**config.mk**
```make
export PLATFORM = sky130hd
export DESIGN_NAME = count_ones_sched
export DESIGN_NICKNAME = d
export VERILOG_FILES = /design/src/rtl/count_ones_pkg.sv /design/src/rtl/rr_arbiter.sv /design/src/rtl/count_ones_sched.sv
export SDC_FILE = /design/constraint.sdc
export NUM_CORES = 1
export LEC_CHECK = 0
export BUFFER_PORTS_ARGS = -buffer_cell sky130_fd_sc_hd__buf_2
export CAP_MARGIN = 20
export CORE_ASPECT_RATIO = 1.1
export CORE_MARGIN = 10
export CORE_UTILIZATION = 49
export DETAILED_ROUTE_END_ITERATION = 16
export GPL_ROUTABILITY_DRIVEN = 0
export PLACE_DENSITY = 0.83
export SLEW_MARGIN = 40
export SYNTH_ARGS = -nofsm -noshare
export SYNTH_HDL_FRONTEND = slang
export SYNTH_SLANG_ARGS = --single-unit
```
**constraint.sdc**
```tcl
create_clock -name clk -period 2.4 [get_ports clk]
set_input_delay 0.12 -clock clk [delete_from_list [all_inputs] [get_ports clk]]
set_output_delay 0.12 -clock clk [all_outputs]
set_load 0.005 [all_outputs]
```
**src/rtl/count_ones_pkg.sv**
```systemverilog
// Shared types and defaults for the count_ones_sched scheduler and its arbiter.
package count_ones_pkg;

    typedef enum logic [0:0] {
        IDLE  = 1'b0,
        SHIFT = 1'b1
    } state_t;

    localparam int DEFAULT_DATA_WIDTH  = 4;
    localparam int DEFAULT_COUNT_WIDTH = 3;

    // Width of an index into n items, never narrower than one bit.
    function automatic int id_width(input int n);
        return (n > 1) ? $clog2(n) : 1;
    endfunction

endpackage

```
**src/rtl/rr_arbiter.sv**
```systemverilog
// Combinational round-robin arbiter: searches upward from i_last_grant+1 with wrap-around.
module rr_arbiter
    import count_ones_pkg::*;
#(
    parameter  int NUM_REQ  = 4,
    localparam int ID_WIDTH = id_width(NUM_REQ)
) (
    input  logic [NUM_REQ-1:0]  i_req,
    input  logic [ID_WIDTH-1:0] i_last_grant,
    output logic [NUM_REQ-1:0]  o_grant_onehot,
    output logic [ID_WIDTH-1:0] o_grant_idx,
    output logic                o_grant_valid
);

    always_comb begin
        logic [ID_WIDTH-1:0] cand;
        // NOTE: every output gets a default before the loop so no path leaves a latch.
        o_grant_onehot = '0;
        o_grant_idx    = '0;
        o_grant_valid  = 1'b0;
        cand           = '0;
        for (int off = 1; off <= NUM_REQ; off++) begin
            cand = ID_WIDTH'((int'(i_last_grant) + off) % NUM_REQ);
            if (!o_grant_valid && i_req[cand]) begin
                o_grant_valid        = 1'b1;
                o_grant_idx          = cand;
                o_grant_onehot[cand] = 1'b1;
            end
        end
    end

endmodule

```
**src/rtl/count_ones_sched.sv**
```systemverilog
// Round-robin scheduler sharing one serial ones-counter among NUM_REQ requesters.
// Optional macro COUNT_ONES_SCHED_EARLY_EXIT_EN finishes a job once no set bits remain.
module count_ones_sched
    import count_ones_pkg::*;
#(
    parameter  int NUM_REQ     = 4,
    parameter  int DATA_WIDTH  = DEFAULT_DATA_WIDTH,
    parameter  int COUNT_WIDTH = DEFAULT_COUNT_WIDTH,
    localparam int ID_WIDTH    = id_width(NUM_REQ)
) (
    input  logic                          clk,
    input  logic                          reset,
    input  logic [NUM_REQ-1:0]            req,
    input  logic [NUM_REQ*DATA_WIDTH-1:0] req_data,
    output logic [NUM_REQ-1:0]            gnt,
    output logic                          busy,
    output logic [COUNT_WIDTH-1:0]        result,
    output logic                          result_valid,
    output logic [ID_WIDTH-1:0]           result_id
);

    localparam int                    IDX_WIDTH = id_width(DATA_WIDTH);
    localparam logic [IDX_WIDTH-1:0]  LAST_IDX  = IDX_WIDTH'(DATA_WIDTH - 1);
    localparam logic [ID_WIDTH-1:0]   PTR_RESET = ID_WIDTH'(NUM_REQ - 1);

    generate
        if ((2 ** COUNT_WIDTH) <= DATA_WIDTH || NUM_REQ < 2) begin : g_param_check
            $fatal(1, "count_ones_sched: need NUM_REQ >= 2 and 2**COUNT_WIDTH > DATA_WIDTH");
        end
    endgenerate

    state_t                  r_state;
    logic [NUM_REQ-1:0]      r_gnt;
    logic [DATA_WIDTH-1:0]   r_temp;
    logic [COUNT_WIDTH-1:0]  r_count;
    logic [IDX_WIDTH-1:0]    r_index;
    logic [COUNT_WIDTH-1:0]  r_result;
    logic                    r_result_valid;
    logic [ID_WIDTH-1:0]     r_result_id;
    logic [ID_WIDTH-1:0]     r_last_grant;

    logic [NUM_REQ-1:0]      w_win_onehot;
    logic [ID_WIDTH-1:0]     w_win_idx;
    logic                    w_win_valid;
    logic [DATA_WIDTH-1:0]   w_win_data;
    logic [COUNT_WIDTH-1:0]  w_next_count;
    logic                    w_done;

    rr_arbiter #(
        .NUM_REQ (NUM_REQ)
    ) u_arb (
        .i_req          (req),
        .i_last_grant   (r_last_grant),
        .o_grant_onehot (w_win_onehot),
        .o_grant_idx    (w_win_idx),
        .o_grant_valid  (w_win_valid)
    );

    always_comb begin
        w_win_data = '0;
        for (int i = 0; i < NUM_REQ; i++) begin
            if (w_win_onehot[i]) begin
                w_win_data = req_data[i*DATA_WIDTH +: DATA_WIDTH];
            end
        end
    end

    assign w_next_count = r_count + COUNT_WIDTH'(r_temp[0]);

`ifdef COUNT_ONES_SCHED_EARLY_EXIT_EN
    // Once only bit 0 can still be set, the final count is already known.
    assign w_done = (r_index == LAST_IDX) || ((r_temp >> 1) == '0);
`else
    assign w_done = (r_index == LAST_IDX);
`endif

    always_ff @(posedge clk) begin
        if (reset) begin
            r_state        <= IDLE;
            r_gnt          <= '0;
            r_temp         <= '0;
            r_count        <= '0;
            r_index        <= '0;
            r_result       <= '0;
            r_result_valid <= 1'b0;
            r_result_id    <= '0;
            r_last_grant   <= PTR_RESET;
        end else begin
            // NOTE: non-blocking assignments so every register samples pre-edge values.
            r_result_valid <= 1'b0;
            case (r_state)
                IDLE: begin
                    if (w_win_valid) begin
                        r_gnt        <= w_win_onehot;
                        r_temp       <= w_win_data;
                        r_count      <= '0;
                        r_index      <= '0;
                        r_result_id  <= w_win_idx;
                        r_last_grant <= w_win_idx;
                        r_state      <= SHIFT;
                    end else begin
                        r_gnt <= '0;
                    end
                end
                SHIFT: begin
                    r_gnt   <= '0;
                    r_count <= w_next_count;
                    r_temp  <= r_temp >> 1;
                    r_index <= r_index + IDX_WIDTH'(1);
                    if (w_done) begin
                        r_result       <= w_next_count;
                        r_result_valid <= 1'b1;
                        r_state        <= IDLE;
                    end
                end
                default: r_state <= IDLE;
            endcase
        end
    end

    assign gnt          = r_gnt;
    assign busy         = (r_state != IDLE);
    assign result       = r_result;
    assign result_valid = r_result_valid;
    assign result_id    = r_result_id;

    a_gnt_onehot: assert property (@(posedge clk) disable iff (reset) $onehot0(gnt));
    a_gnt_single: assert property (@(posedge clk) disable iff (reset) (gnt != '0) |=> (gnt == '0));
    a_valid_pulse: assert property (@(posedge clk) disable iff (reset) result_valid |=> !result_valid);

endmodule
```
; Word level (Yosys, flattened, before mapping)
; Cells that the tools add are included.
[op_classes]
addsub = 6
magnitude_cmp = 8
n_eq_ne = 2
n_mux = 44
bitwise_logic = 4
reduce_logical = 13
[ops]
columns = op, n
row1 = 4-bit two-way mux, 10
row2 = 4-bit case mux with 2 select lines, 2
row3 = 1-bit two-way mux, 15
row4 = "2-bit by 3-bit < comparator with 1-bit output, second input constant", 4
row5 = 4-bit OR, 3
row6 = 2-bit two-way mux, 5
row7 = 1-bit binary-select mux with 2-bit select, 4
row8 = 1-bit demux with 2-bit select, 4
row9 = "2-bit by 1-bit >= comparator with 1-bit output, second input constant", 4
row10 = 1-bit logical AND, 7
row11 = "2-bit by 1-bit adder with 2-bit output, second input constant", 3
row12 = 3-bit case mux with 2 select lines, 1
row13 = "2-bit adder, second input constant", 2
row14 = 2-bit case mux with 2 select lines, 1
row15 = 2-bit AND reduction, 2
row16 = 3-bit by 1-bit adder with 3-bit output, 1
row17 = 1-bit zero test, 3
row18 = 3-bit two-way mux, 1
row19 = "2-bit == test, second input constant", 1
row20 = "2-bit by 1-bit inequality test with 1-bit output, second input constant", 1
row21 = 1-bit case mux with 2 select lines, 1
row22 = 2-bit OR reduction, 1
row23 = 1-bit NOT, 1
[word_totals]
register_bits = 22
inputBits = 22
output_inout_bits = 11
wordCells = 86

; Longest topological paths before layout
[depth]
depth_word = 19
ltp_mapped = 9
depth_no_buf = 8

; Modules after synthesis
; A second synthesis with hierarchy kept.
[hier_totals]
cells_unflattened = 175
hier_area_um2 = 1521.5
[by_module_without_submodules]
columns = mod, instances, cells_per_inst, area_per_inst_um2, seq_area_each_um2
row1 = count_ones_sched, 1, 107, 996.0, 440.4
row2 = rr_arbiter, 1, 68, 525.5, 0.0

; Worst setup path after synthesis
; No wires, ideal clock.
[synth_timing]
kind = reg-to-reg
startpoint = register r_last_grant[0]
endpoint = register r_temp[3]
setup_ns = 0.134
arrival_ns = 2.521
required_time_ns = 2.266
path_slack_ns = -0.255
stages_incl_launch_ff = 10
n_path_buf = 1
period_less_slack_ns = 2.655
path_cell_list = dfxtp_1 -> buf_4 -> inv_1 -> ha_1 -> mux4_2 -> or3b_4 -> a2bb2oi_4 -> a2111o_1 -> a311oi_1 -> a211oi_1
[synth_between]
elab_chain_cells = 19
word_cells_on_any_way = 56
cone_classes = add/sub (4) / order compare (8) / eq/ne (1) / mux (30) / bitwise (3) / reduce/logical (10)
[synth_rtl]
columns = element, line
row1 = "start, declared", count_ones_sched.sv:40  ; logic [ID_WIDTH-1:0] r_last_grant;
row2 = "start signal, assigned", count_ones_sched.sv:99  ; r_last_grant <= w_win_idx;
row3 = branches (longest 19 deep; another with 2-bit by 3-bit < comparator with 1-bit output), --
row4 = "end signal, assigned", count_ones_sched.sv:95  ; r_temp <= w_win_data;
row5 = "end signal, assigned", count_ones_sched.sv:108  ; r_temp <= r_temp >> 1;
row6 = "end, declared", count_ones_sched.sv:34  ; logic [DATA_WIDTH-1:0] r_temp;
; Parallel ways; which one is timed is not known. The select of a mux whose other input is x is not followed.
; A chain may end at the register's enable or synchronous reset.

; Worst setup path in the final report
; Ends and elaborated chain as after synthesis.

==> flow_summary.ini <==
[synthesis]
yosysTopAreaCellShare_pct = 28.8
avgSynthCellArea_um2 = 8.95
ys_warn_count = 0
synth_cells = 171
yosys.cell_count.top_type = dfxtp_1
synth-edff-count = 0
async_flop_share_pct = 0
seq_area_frac_synth_pct = 28.8
syn-num-nets = 204
synth-seq-cells = 22
yosys.area.top_type = dfxtp_1
synth_common_cells = dfxtp_1 (22), nor2_1 (21), ha_1 (11)
synth.distinct_cells = 48
synth_area_leaders = dfxtp_1 (29%), ha_1 (9.0%), nor2_1 (5.2%), mux4_2 (4.4%), a22oi_1 (2.9%)
synth_area_mm2 = 0.00153
synth_ff_type = dfxtp_1

[floorplan]
fp.dieW_um = 73.3
die-area_mm2 = 0.00576
die_y_um = 78.6
core-area_mm2 = 0.00302
pin_count = 33
initial_core_util_pct = 50.6
rows = 21

[worst_setup_path]
cp-end-kind = register
worst-endpoint-required_ns = 2.61
r2r-end = r_temp[3]
reg2reg_slack_ns = -0.05
rr_worst_depth = 8
start_kind = register
regToRegStartpoint = r_last_grant[0]
cp_max_fo = 16
crit_type = register to register
crit_arrival_ns = 2.65

[route]
wirelength_um = 4250
drtAntennaViolNets = 0
dr.pass1.iters = 4
wl_per_cell_um = 17.5
drc = 0
drtIter0Drc = 130
vias = 1481
avgViaCountPerCell = 6.12

[place]
place_area_mm2 = 0.00175
portBuffers = 32
hpwl_um = 2970
dpl.cell_count = 234

[sta]
tns_ns = -0.0566
hold_violations = 0
fin_crit_sh_pct = 102
fin_skew_ns = 0.0108
fin_ws_ns = -0.0473
slew_headroom_pct = 68.6
setup_viol = 2
worstMarginPinSlew_ns = 0.466
drv_slew = 0
fmax_ghz = 0.409
period_minus_slack_ns = 2.45
rsz0062_at_grt = yes

[status]
violations = negative setup slack
status = finished, violations left

[power]
leakage_nw = 0.787
ir_drop_v = 0.000440
finalPower_mw = 1.32
p_per_area_mw_per_mm2 = 698

[grt]
grt.total_usage_pct = 13.4
grt-ovfl-total = 0
grt_pass1_vias = 1360
grt_pass1_wl_um = 6510
grt_max_degree = 23
antenna_found_initial = 0

[layout]
drive_above_1_share_pct = 34.1
nFillCells = 244
syn_to_final_growth_pct = 23.4
antenna_cells = 0
stdcell_count = 242
nets = 242
fin_area_mm2 = 0.00189

[cts]
clk_path_buf_depth = 2
clk_pin_slew_worst_paths_ns = 0.13
cts_root_buf = clkbuf_4
cts_buffers = 3
tritoncts = yes
htreeDepth = 1
clock-sinks = 22
clk_latency_ns = 0.32
cts_hold_buf = 0

[hold_path]
hold_class = input port to register
min_path_cells = 3
whs_endpoint = r_temp[0]
worstHoldStart = req_data[12]

[flow_run]
max_cap_viol_count = 0
## worst max path at each step
stage / startpoint / end / slack (ns)
finish: r_last_grant[0] / r_temp[3] / -0.05
global route: r_last_grant[0] / r_temp[3] / -0.12
CTS: r_last_grant[0] / r_temp[3] / 0.02
detailed placement: r_last_grant[0] / r_temp[3] / -0.02
global placement: r_last_grant[0] / r_temp[3] / 0.02
floorplan: r_last_grant[0] / r_temp[3] / -0.04
## layout by cell type (no fill, tap or decap), types with 4 or more instances in the layout
master    count
buf_2        32
nor2_1       21
dfxtp_1      21
ha_1         10
buf_4        10
nand2_1       7
nor3_1        6
a21oi_1       6
a22oi_1       6
nor3b_1       5
inv_1         4
a211oi_1      4
o21bai_1      4
a21boi_0      4
a311oi_2      4
a31oi_1       4
## per-layer routing
layer	vias to the layer above	share of wire [%]	track usage, %
met5	-	0	0
met2	53	52	22.6
li1	717	-	-
met1	701	40	16.3
met4	0	2.2	6.27
met3	10	5.5	1.51
## registers in the layout, summed over array words and instances, names as in the netlist
register and count:
result_id 2, r_index 2, r_temp 4, result_valid 1, busy 1, r_count 3, result 3, r_last_grant 2
gnt 4
## cell type report
class / instances / area [um2] / share of cell area [%]
clock buffers: 4 / 47.5 / 2.52
inverters: 6 / 26.3 / 1.39
multi-input cells: 133 / 1070 / 56.8
flip-flops and latches: 22 / 444 / 23.5
well taps: 34 / 42.5 / 2.25
repair buffers: 43 / 255 / 13.5
## what timing repair did
item	4_1_cts	5_1_grt
setup buffers	0	3
endpoints found under the setup margin	1	5
resized for setup	3	6
pin swaps	0	6
endpoints found under the hold margin	0	0
gates cloned	0	1
## kinds of logic (layout without fill, tap and decap cells)
logic type | Yosys count | in the layout | synth area share, %
flip-flops | 22 | 22 | 28.8
adder cells (fa/ha/maj) | 11 | 11 | 8.99
AO/OA/AOI/OAI | 56 | 56 | 29.2
XOR/XNOR | 1 | 1 | 0.572
buffers and inverters | 17 | 53 | 6.21
AND/OR/NAND/NOR | 59 | 59 | 20.5
multiplexers | 5 | 6 | 5.72
## power breakdown
part / switching, mW / internal, mW / total (mW)
sequential: 0.0248 / 0.406 / 0.431
clock: 0.119 / 0.127 / 0.247
combinational: 0.341 / 0.300 / 0.641
total: 0.485 / 0.833 / 1.32
## per-stage QoR
stage | utilization, % | hold WS, ns | setup slack (ns)
after floorplan | - | 0.252 | -0.0429
after global placement | 58.0 | 0.352 | 0.0167
after detailed placement | 58.0 | 0.353 | -0.0165
after CTS | 60.1 | 0.0168 | 0.0184
after global routing | 62.5 | 0.00849 | -0.120
final | 62.5 | 0.0188 | -0.0473
## worst max-delay path: stages (launching register included)
cell and delay [ns]:
dfxtp_4 0.40, buf_12 0.15, mux4_2 0.56, buf_4 0.18
a21oi_1 0.26, a2bb2oi_2 0.12, a2111o_1 0.38, a311oi_2 0.22
a211oi_1 0.07
No activity file was read; power rests on OpenSTA's default activity.
